**src/rtl/game_controller_multi.sv**
```systemverilog
// rtl/game_controller_multi.sv - multi-object game controller: draw priority mux, collision latches, lives/level FSM
module game_controller_multi #(
  parameter int                 NUM_OBJ        = 6,
  parameter int                 SEL_W          = $clog2(NUM_OBJ + 2),
  parameter int                 PLAYER_PRIO    = 3,
  parameter logic [NUM_OBJ-1:0] HAZARD_MASK    = 6'b000111,
  parameter logic [NUM_OBJ-1:0] GOAL_MASK      = 6'b001000,
  parameter int                 INIT_LIVES     = 3,
  parameter int                 RESPAWN_FRAMES = 30,
  parameter int                 MAX_LEVEL      = 7
) (
  input  logic               clk,
  input  logic               resetN,
  input  logic               start_of_frame,
  input  logic               start_game,
  input  logic [NUM_OBJ-1:0] obj_draw_req,
  input  logic               player_draw_req,
  output logic [SEL_W-1:0]   select_mux,
  output logic               win_pulse,
  output logic               lose_pulse,
  output logic [2:0]         lives,
  output logic [2:0]         level,
  output logic               playing,
  output logic               game_over,
  output logic               game_won
);

  localparam logic [1:0] ST_IDLE = 2'd0;
  localparam logic [1:0] ST_PLAY = 2'd1;
  localparam logic [1:0] ST_HIT  = 2'd2;
  localparam logic [1:0] ST_OVER = 2'd3;

  localparam int               CNT_W        = $clog2(RESPAWN_FRAMES + 1);
  localparam logic [CNT_W-1:0] RESPAWN_LOAD = CNT_W'(RESPAWN_FRAMES);
  localparam logic [2:0]       INIT_L       = 3'(INIT_LIVES);
  localparam logic [2:0]       MAX_L        = 3'(MAX_LEVEL);
  localparam logic [SEL_W-1:0] PLAYER_SEL   = SEL_W'(NUM_OBJ + 1);

  logic [1:0]       r_state;
  logic [2:0]       r_lives;
  logic [2:0]       r_level;
  logic [CNT_W-1:0] r_cnt;
  logic             r_hit;
  logic             r_goal;
  logic             r_won;
  logic             r_win_p;
  logic             r_lose_p;

  logic [SEL_W-1:0] w_sel;
  logic             w_hazard_ov;
  logic             w_goal_ov;

  assign w_hazard_ov = player_draw_req & (|(obj_draw_req & HAZARD_MASK));
  assign w_goal_ov   = player_draw_req & (|(obj_draw_req & GOAL_MASK));

  // Priority select: apply lowest-priority candidates first so higher ones overwrite.
  always_comb begin
    w_sel = '0;
    for (int i = NUM_OBJ - 1; i >= 0; i--) begin
      if (i >= PLAYER_PRIO && obj_draw_req[i]) w_sel = SEL_W'(i + 1);
    end
    if (player_draw_req) w_sel = PLAYER_SEL;
    for (int i = NUM_OBJ - 1; i >= 0; i--) begin
      if (i < PLAYER_PRIO && obj_draw_req[i]) w_sel = SEL_W'(i + 1);
    end
  end

  // Game state machine, collision latches and registered event pulses.
  always_ff @(posedge clk or negedge resetN) begin
    if (!resetN) begin
      r_state  <= ST_IDLE;
      r_lives  <= 3'd0;
      r_level  <= 3'd1;
      r_cnt    <= '0;
      r_hit    <= 1'b0;
      r_goal   <= 1'b0;
      r_won    <= 1'b0;
      r_win_p  <= 1'b0;
      r_lose_p <= 1'b0;
    end else begin
      r_win_p  <= 1'b0;
      r_lose_p <= 1'b0;
      case (r_state)
        ST_IDLE, ST_OVER: begin
          r_hit  <= 1'b0;
          r_goal <= 1'b0;
          if (start_game) begin
            r_lives <= INIT_L;
            r_level <= 3'd1;
            r_won   <= 1'b0;
            r_state <= ST_PLAY;
          end
        end
        ST_PLAY: begin
          if (start_of_frame) begin
            // Commit uses last frame's latches; they are emptied for the new frame.
            r_hit  <= 1'b0;
            r_goal <= 1'b0;
            if (r_hit) begin
              r_lose_p <= 1'b1;
              if (r_lives != 3'd0) r_lives <= r_lives - 3'd1;
              if (r_lives <= 3'd1) begin
                r_state <= ST_OVER;
                r_won   <= 1'b0;
              end else begin
                r_state <= ST_HIT;
                r_cnt   <= RESPAWN_LOAD;
              end
            end else if (r_goal) begin
              r_win_p <= 1'b1;
              if (r_level >= MAX_L) begin
                r_state <= ST_OVER;
                r_won   <= 1'b1;
              end else begin
                if (r_level != 3'd7) r_level <= r_level + 3'd1;
                r_state <= ST_HIT;
                r_cnt   <= RESPAWN_LOAD;
              end
            end
          end else begin
            if (w_hazard_ov) r_hit  <= 1'b1;
            if (w_goal_ov)   r_goal <= 1'b1;
          end
        end
        ST_HIT: begin
          r_hit  <= 1'b0;
          r_goal <= 1'b0;
          if (start_of_frame) begin
            if (r_cnt <= CNT_W'(1)) begin
              r_cnt   <= '0;
              r_state <= ST_PLAY;
            end else begin
              r_cnt <= r_cnt - CNT_W'(1);
            end
          end
        end
        default: r_state <= ST_IDLE;
      endcase
    end
  end

  assign select_mux = w_sel;
  assign win_pulse  = r_win_p;
  assign lose_pulse = r_lose_p;
  assign lives      = r_lives;
  assign level      = r_level;
  assign playing    = (r_state == ST_PLAY);
  assign game_over  = (r_state == ST_OVER);
  assign game_won   = r_won;

endmodule

```
**config.mk**
```make
export PLATFORM = sky130hd
export DESIGN_NAME = game_controller_multi
export DESIGN_NICKNAME = d
export VERILOG_FILES = /design/src/rtl/game_controller_multi.sv
export SDC_FILE = /design/constraint.sdc
export NUM_CORES = 1
export LEC_CHECK = 0
export ABC_AREA = 1
export BUFFER_PORTS_ARGS = -buffer_cell sky130_fd_sc_hd__buf_2
export CAP_MARGIN = 15
export CORE_ASPECT_RATIO = 1.1
export CORE_MARGIN = 10
export CORE_UTILIZATION = 54
export DETAILED_ROUTE_END_ITERATION = 10
export MAX_ROUTING_LAYER = met4
export PLACE_DENSITY = 0.82
export SLEW_MARGIN = 20
export SYNTH_ARGS = -nofsm -noshare
export SYNTH_HDL_FRONTEND = slang
export SYNTH_SLANG_ARGS = --single-unit
```
**constraint.sdc**
```tcl
create_clock -name clk -period 1.8 [get_ports clk]
set_input_delay 0.36 -clock clk [delete_from_list [all_inputs] [get_ports clk]]
set_output_delay 0.36 -clock clk [all_outputs]
set_load 0.05 [all_outputs]
```
==> results.toml, run 1 <==
[yosys]
synth_top_area_cell = "dfrtp_1"
synthAdderAreaFrac = 0.118
synth_compound_area_frac = 0.0886
ys_seq_area_frac = 0.355
synthXorXnorAreaFrac = 0.0138
synth_top_area_frac = 0.335
netlist_top_cells_area = "dfrtp_1 33%, nand2_1 19%, ha_1 12%"
netlist_area_sq_um = 1270
yosysWarnings = 0
synth_cells = 180
synth_cell_type_count = 21
yosys.area_share.simple = 0.336
ys_ff_latch = 18
syn-num-nets = 203
synth_top_family_by_area = "simple AND/OR/NAND/NOR gates"
muxShareOfSynthArea = 0
syn_area_per_cell_sq_um = 7.06

[timing]
fin_crit_sh = 0.963
finalHoldViolCount = 0
maxSlewViolCount = 0
layout_setup_ws_ps = 65.9
max_slew.worst_pin.slew_ps = 408
rsz0062_at_grt = "yes"
setup_violations = 0
slew-limit-headroom = 0.728
max_freq_mhz = 577
min_period_ps = 1730
skew_ps = 2.42

[final_layout]
fin_nets = 233
layout-drive-gt1-share = 0.187
antenna_cells = 0
area.growth.synth_to_final_pct = 16.1
final_cell_mix = "64 x nand2_1, 23 x inv_1, 23 x buf_2, 17 x dfrtp_1, 15 x nand3_1"
final_cells = 239
mostFrequentLayoutCell = "nand2_1"

[floorplanning]
start_util = 0.564
io_pins = 25
core.rowCount = 18
die_h_um = 70.9
core-area_sq_um = 2250
die-area_sq_um = 4700
die_x_um = 66.3

[pwr]
p_per_area_nw_per_um2 = 1910
vdd_drop_max_v = 0.00160
total_power_mw = 2.82
power.leakage_nw = 0.874

[hold_path]
holdPathStages = 3
hold_end = "lose_pulse"
hold_class = "in2reg"
hold_start = "start_of_frame"

[run_status]
outcome = "complete, no violations"

[drt]
drtAntennaViolNets = 0
first_iter_violations = 50
post-route-drc-count = 0
firstDrtPassIters = 4
viasPerCell = 5.14
vias = 1228
wire_per_inst_um = 12.2
wirelength_um = 2900

[worst_setup_path]
worstSetupPathType = "reg2out"
r2r_cells = 8
reg2reg_from = "r_state[0]"
crit_fanout = 10
reg2reg_setup_slack_ps = 130
worstSetupEndpointType = "output pin"
r2r-end = "game_won"
worstPathRequired_ps = 1440
start_kind = "flip-flop"
cp.arrival_ps = 1370

[place]
post-place-cells = 234
dp_hpwl_um = 2420
dp_slack_ps = 165
io_buffers = 24
gp_congestion = 0.780

[run]
drv_cap = 0

[cts]
cts_tree = "yes"
postCtsSetupBuffers = 0
root_buffer = "clkbuf_4"
cts.sinks = 18
clock_latency_ps = 300
clkSlewWorstSetupHoldPaths_ps = 100
htree_num_levels = 1
cts_made_buffers = 3
clk_path_buf_depth = 2

[global_route]
grt_util_all_layers = 0.131
grt_pass1_wl_um = 4930
antenna_found_initial = 0
grt_pass1_vias = 1181
grt_max_degree = 19
overflow = 0
[cell type report]
cell class | instances | area, sq um
Tap cell | 30 | 37.5
Clock buffer | 4 | 36.3
Multi-Input combinational cell | 134 | 709
Fill cell | 206 | 776
Sequential cell | 18 | 452
Inverter | 27 | 101
Timing Repair Buffer | 26 | 140
[where the power goes]
part           internal [mW]  switching [mW]  leakage (nW)  total [mW]
combinational          0.566            1.25         0.628        1.82
sequential             0.584           0.176         0.226       0.759
clock                  0.123           0.125        0.0210       0.249
total                   1.27            1.55         0.874        2.82
[cells in the mapped netlist]
library cell and n:
buf_6 1, o21ai_0 5, nor2_1 11, inv_1 23, inv_2 4, a21oi_1 4
nor2_4 1, nand2_1 64, nor3_1 4, nor2_2 1, nand3_2 2, xor2_1 2
dfstp_2 1, a21boi_0 1, nand4_1 2, o21ai_1 6, nand3_1 15, ha_1 12
a211oi_1 1, dfrtp_1 17, o21bai_1 3
[critical path, stage by stage (launching register included)]
cell and delay (ps):
dfrtp_1 440, inv_1 100, ha_2 300, buf_4 250
[sequential cells by signal (all words and copies together) (netlist names)]
| signal | flops |
|---|---|
| r_hit | 1 |
| level | 3 |
| lose_pulse | 1 |
| r_cnt | 5 |
| lives | 3 |
| r_goal | 1 |
| r_state | 2 |
| win_pulse | 1 |
| game_won | 1 |
[per-layer routing]
| metal | vias to the layer above | global-route usage | wire length (um) |
|---|---|---|---|
| li1 | 633 | - | - |
| met1 | 562 | 0.139 | 1220 |
| met2 | 25 | 0.224 | 1490 |
| met3 | 8 | 0.0331 | 120 |
| met4 | 0 | 0.0559 | 77 |
| met5 | - | - | 0 |
[worst max path at each step]
stage	start	end	slack (ps)
finish	r_state[1]	playing	70
global route	r_state[0]	r_state[0]	-4
CTS	r_state[1]	playing	60
detailed placement	r_state[0]	game_won	170
global placement	r_state[1]	r_cnt[4]	240
floorplan	obj_draw_req[2]	select_mux[2]	80
[what timing repair did]
item | CTS | global route
hold endpoints to repair | 17 | 0
hold buffers | 1 | 0
setup endpoints to repair | 1 | 2
gates cloned | 0 | 0
resized for setup | 2 | 0
[per-stage QoR]
step	cell area (sq um)	hold slack [ps]	util	TNS [ps]
floorplan	1270	64.4	-	0
global placement	1430	311	0.633	0
detailed placement	1430	312	0.633	0
CTS	1480	400	0.656	0
global route	1480	432	0.656	-5.39
finish	1480	408	0.656	0
[logic make-up after synthesis]
group / count (synthesis)
buf+inv: 28
flops: 18
simple gates: 100
compound gates: 20
xor+xnor: 2
fa+ha+maj: 12
Note: power is estimated with default switching activity, not from simulation.
==> run 2, diff against run 1 <==
--- a/config.mk
+++ b/config.mk
@@ -10,10 +10,10 @@
 export CAP_MARGIN = 15
 export CORE_ASPECT_RATIO = 1.1
 export CORE_MARGIN = 10
-export CORE_UTILIZATION = 54
+export CORE_UTILIZATION = 23
 export DETAILED_ROUTE_END_ITERATION = 10
 export MAX_ROUTING_LAYER = met4
-export PLACE_DENSITY = 0.82
+export PLACE_DENSITY = 0.44
 export SLEW_MARGIN = 20
 export SYNTH_ARGS = -nofsm -noshare
 export SYNTH_HDL_FRONTEND = slang
==> constraint.sdc (replaced) <==
create_clock -name clk -period 1.8 [get_ports clk]
set_input_delay 0.18 -clock clk [delete_from_list [all_inputs] [get_ports clk]]
set_output_delay 0.18 -clock clk [all_outputs]
set_load 0.05 [all_outputs]
==> run 2 against run 1 <==
- register-to-register slack improved by 80 ps
- first-iteration DRC count increased by 4.0%
- via count decreased by 4.0%
- worst hold slack got worse by 140 ps
- routed wire length increased by 4.0%
- cell area increased by 6.3%
- non-clock buffer count increased by 3
- clock skew increased by 3.1 ps
- core utilization decreased by 36 points
- die area increased by 90%
- largest power group unchanged
==> results.toml, run 2 (same netlist as run 1, synthesis figures left out) <==
[timing]
finalHoldViolCount = 0
layout_setup_ws_ps = 207
maxSlewViolCount = 0
max_slew.worst_pin.slew_ps = 412
setup_tns_ps = 0
skew_ps = 5.53
rsz0062_at_grt = "no"
setup_violations = 0
min_period_ps = 1590
slew-limit-headroom = 0.725
max_freq_mhz = 628
holdWs_ps = 266
fin_crit_sh = 0.885

[floorplanning]
die_h_um = 98.0
die-area_sq_um = 8900
io_pins = 25
start_util = 0.237
die_x_um = 90.9
core-area_sq_um = 5360
core.rowCount = 28

[place]
gp_congestion = 0.773
post-place-cells = 282
io_buffers = 24
dp_slack_ps = 217
placed_area_sq_um = 1500
dp_hpwl_um = 2490

[worst_setup_path]
reg2reg_from = "r_state[0]"
worstSetupEndpointType = "flip-flop"
cp.arrival_ps = 1740
start_kind = "flip-flop"
crit_fanout = 8
crit_path_frequent_cell = "nand2_1"
startpoint = "r_state[0]"
worstSetupPathType = "reg2reg"
cpPeakStageDelay_ps = 440
slowest_stage = "dfrtp_1"
crit_chain = "ha_1, buf_4, nand2_1, inv_1, nand2_1, nand3_1, nand2_1, nand2_1"
worstPathRequired_ps = 1950

[final_layout]
layout-drive-gt1-share = 0.193
final_cell_mix = "64 x nand2_1, 24 x buf_2, 23 x inv_1, 17 x dfrtp_1, 15 x nand3_1"
antenna_cells = 0
final.fill_count = 605
area.growth.synth_to_final_pct = 23.4
design_area_sq_um = 1570
largest_reg_flops = 5
fin_nets = 236
top_register = "r_cnt"
final_util = 0.293
mostFrequentLayoutCell = "nand2_1"
final_cells = 287

[run_status]
outcome = "complete, no violations"

[cts]
post_cts_resize_count = 0
clkSlewWorstSetupHoldPaths_ps = 80
cts_made_buffers = 3
postCtsSetupBuffers = 0
cts.sinks = 18
htree_num_levels = 1
cts_tree = "yes"
root_buffer = "clkbuf_8"
clk_path_buf_depth = 2
clock_latency_ps = 250

[global_route]
antenna_found_initial = 0
grt_max_degree = 19
grt_util_all_layers = 0.0721
grt_pass1_wl_um = 5240
grt_pass1_vias = 1164
overflow = 0

[drt]
viasPerCell = 4.11
drtAntennaViolNets = 0
post-route-drc-count = 0
firstDrtPassIters = 4
first_iter_violations = 52
vias = 1179
wirelength_um = 3020
wire_per_inst_um = 10.5

[pwr]
p_per_area_nw_per_um2 = 1860
power.leakage_nw = 0.897
vdd_drop_max_v = 0.000578
total_power_mw = 2.92

[hold_path]
hold_class = "in2reg"
hold_start = "start_of_frame"

[run]
drv_cap = 0
[run 2: cell count changes in the layout (fill, tap and decap cells not counted), sizes merged]
cell  previous run  this run
buf             25        28
[run 2: layer usage]
| layer | part of all wire | routed length, um | global-route usage | vias to the layer above |
|---|---|---|---|---|
| li1 | - | - | - | 636 |
| met5 | 0 | 0 | - | - |
| met4 | 0.0050 | 15 | 0.0253 | 0 |
| met1 | 0.47 | 1430 | 0.0853 | 524 |
| met2 | 0.49 | 1490 | 0.117 | 17 |
| met3 | 0.028 | 86 | 0.0168 | 2 |
[run 2: power by group]
part	leakage [nW]	total [mW]	internal, mW	switching, mW
logic	0.643	1.83	0.583	1.24
registers	0.226	0.752	0.585	0.167
clock network	0.0288	0.339	0.194	0.145
total	0.897	2.92	1.36	1.56
[run 2: worst paths after layout]
path	to	slack (ps)	depth (start not counted)
max in group asynchronous	level[0]	1080	2
setup / recovery	r_cnt[1]	210	8
setup reg to reg	r_cnt[1]	210	8
hold reg to reg	game_won	470	2
hold / removal	lose_pulse	270	3
min in group asynchronous	r_goal	400	2
[run 2: worst max-delay path: cells and delay by family, from the launching register on]
kind          cells  cell delay [ps]
buf+inv           2              230
flops             1              440
fa+ha+maj         1              330
simple gates      5              480
[run 2: what timing repair did]
action / 4_1_cts / 5_1_grt
endpoints found under the hold margin: 17 / 0
hold buffers: 1 / 0
setup endpoints to repair: 0 / 0
[run 2: layout make-up]
| cell class | count | area, sq um | share of cell area |
|---|---|---|---|
| Clock buffer | 4 | 55.1 | 0.0351 |
| Inverter | 27 | 101 | 0.0646 |
| Multi-Input combinational cell | 134 | 707 | 0.451 |
| Sequential cell | 18 | 452 | 0.288 |
| Tap cell | 75 | 93.8 | 0.0598 |
| Timing Repair Buffer | 29 | 160 | 0.102 |
==> run 3, diff against run 2 <==
--- a/config.mk
+++ b/config.mk
@@ -12,7 +12,6 @@
 export CORE_MARGIN = 10
 export CORE_UTILIZATION = 23
 export DETAILED_ROUTE_END_ITERATION = 10
-export MAX_ROUTING_LAYER = met4
 export PLACE_DENSITY = 0.44
 export SLEW_MARGIN = 20
 export SYNTH_ARGS = -nofsm -noshare
==> run 3 against run 2 <==
- worst hold slack better by 0.90 ps
- clock-buffer cell count stayed put
- core utilization stayed put
- critical path depth stayed put
- register-to-register slack hardly changed
- cell count stayed put
- first-iteration DRC count stayed put
- non-clock buffer count stayed put
- routed wire length is 0.56% lower
- die area stayed put
- total power hardly changed
- via count is 0.42% lower
==> results.toml, run 3 (same netlist as run 1, synthesis figures left out) <==
[worst_setup_path]
worstSetupPathType = "reg2reg"
crit_path_frequent_cell = "nand2_1"
crit_chain = "ha_1, buf_4, nand2_1, inv_1, nand2_1, nand3_1, nand2_1, nand2_1"
slowest_stage = "dfrtp_1"
cpPeakStageDelay_ps = 440
cp.arrival_ps = 1740
worstSetupEndpointType = "flip-flop"
critPathTopFamily = "simple AND/OR/NAND/NOR gates"
crit_fanout = 8
start_kind = "flip-flop"
worstPathRequired_ps = 1950
cp_num_buf_inv = 2

[timing]
rsz0062_at_grt = "no"
skew_ps = 5.33
max_slew.worst_pin.slew_ps = 411
setup_tns_ps = 0
setup_violations = 0
maxSlewViolCount = 0
slew-limit-headroom = 0.726
min_period_ps = 1600
layout_setup_ws_ps = 205
fin_crit_sh = 0.886
max_freq_mhz = 627
finalHoldViolCount = 0

[cts]
postCtsSetupBuffers = 0
clkSlewWorstSetupHoldPaths_ps = 80
cts_tree = "yes"
root_buffer = "clkbuf_8"
cts_made_buffers = 3
clk_path_buf_depth = 2
post_cts_resize_count = 0
cts.sinks = 18
clock_latency_ps = 250
htree_num_levels = 1
cts_hold_buffers = 1

[final_layout]
final_cell_mix = "64 x nand2_1, 24 x buf_2, 23 x inv_1, 17 x dfrtp_1, 15 x nand3_1"
final_util = 0.293
mostFrequentLayoutCell = "nand2_1"
layout-drive-gt1-share = 0.193
top_register = "r_cnt"
design_area_sq_um = 1570
final.fill_count = 605
fin_nets = 236
antenna_cells = 0
largest_reg_flops = 5
area.growth.synth_to_final_pct = 23.4

[floorplanning]
core.rowCount = 28
io_pins = 25
die-area_sq_um = 8900
start_util = 0.237
die_x_um = 90.9
core-area_sq_um = 5360
die_h_um = 98.0

[drt]
viasPerCell = 4.09
firstDrtPassIters = 4
wirelength_um = 3000
post-route-drc-count = 0
drtAntennaViolNets = 0
first_iter_violations = 52
vias = 1174
wire_per_inst_um = 10.5

[pwr]
power.leakage_nw = 0.897
total_power_mw = 2.91
p_per_area_nw_per_um2 = 1860
vdd_drop_max_v = 0.000575

[global_route]
overflow = 0
grt_pass1_wl_um = 5240
grt_pass1_vias = 1163
antenna_found_initial = 0
grt_util_all_layers = 0.0701
grt_max_degree = 19

[hold_path]
hold_class = "in2reg"

[place]
gp_congestion = 0.763
io_buffers = 24
dp_slack_ps = 217
dp_hpwl_um = 2490
placed_area_sq_um = 1500

[run]
drv_cap = 0

[run_status]
outcome = "complete, no violations"
-- run 3: through the flow --
stage | instances | hold WS, ps
after floorplan | 180 | -116
after global placement | 282 | 160
after detailed placement | 282 | 144
after CTS | 287 | 277
after global routing | 287 | 299
final | 287 | 267
-- run 3: layer usage --
layer	wire, um	vias up	GRT usage
met4	29	0	0.0253
met5	0	-	0
met3	102	2	0.0184
met2	1480	17	0.117
li1	-	635	-
met1	1390	520	0.0844
-- run 3: final cells by class --
type	instances	area [sq um]	share of cell area
inverter	27	101	0.0646
multi-input combinational	134	707	0.451
clock buffer	4	55.1	0.0351
tap	75	93.8	0.0598
timing repair buffer	29	160	0.102
sequential	18	452	0.288
-- run 3: final timing paths --
check / from / endpoint / slack [ps] / cells after the start
worst max-delay path: r_state[0] / r_cnt[1] / 200 / 8
worst min-delay path: start_of_frame / lose_pulse / 270 / 3
worst max register to register: r_state[0] / r_cnt[1] / 200 / 8
worst min register to register: game_won / game_won / 470 / 2
max in group asynchronous: resetN / level[0] / 1080 / 2
min in group asynchronous: resetN / r_goal / 400 / 2
-- run 3: worst min-delay path, stage by stage --
cell and delay [ps]:
buf_2 90, inv_1 90, nor2_1 110
-- run 3: power breakdown --
group | switching (mW) | internal, mW | leakage (nW)
Combinational | 1.24 | 0.583 | 0.643
Sequential | 0.166 | 0.585 | 0.226
Clock | 0.144 | 0.194 | 0.0288
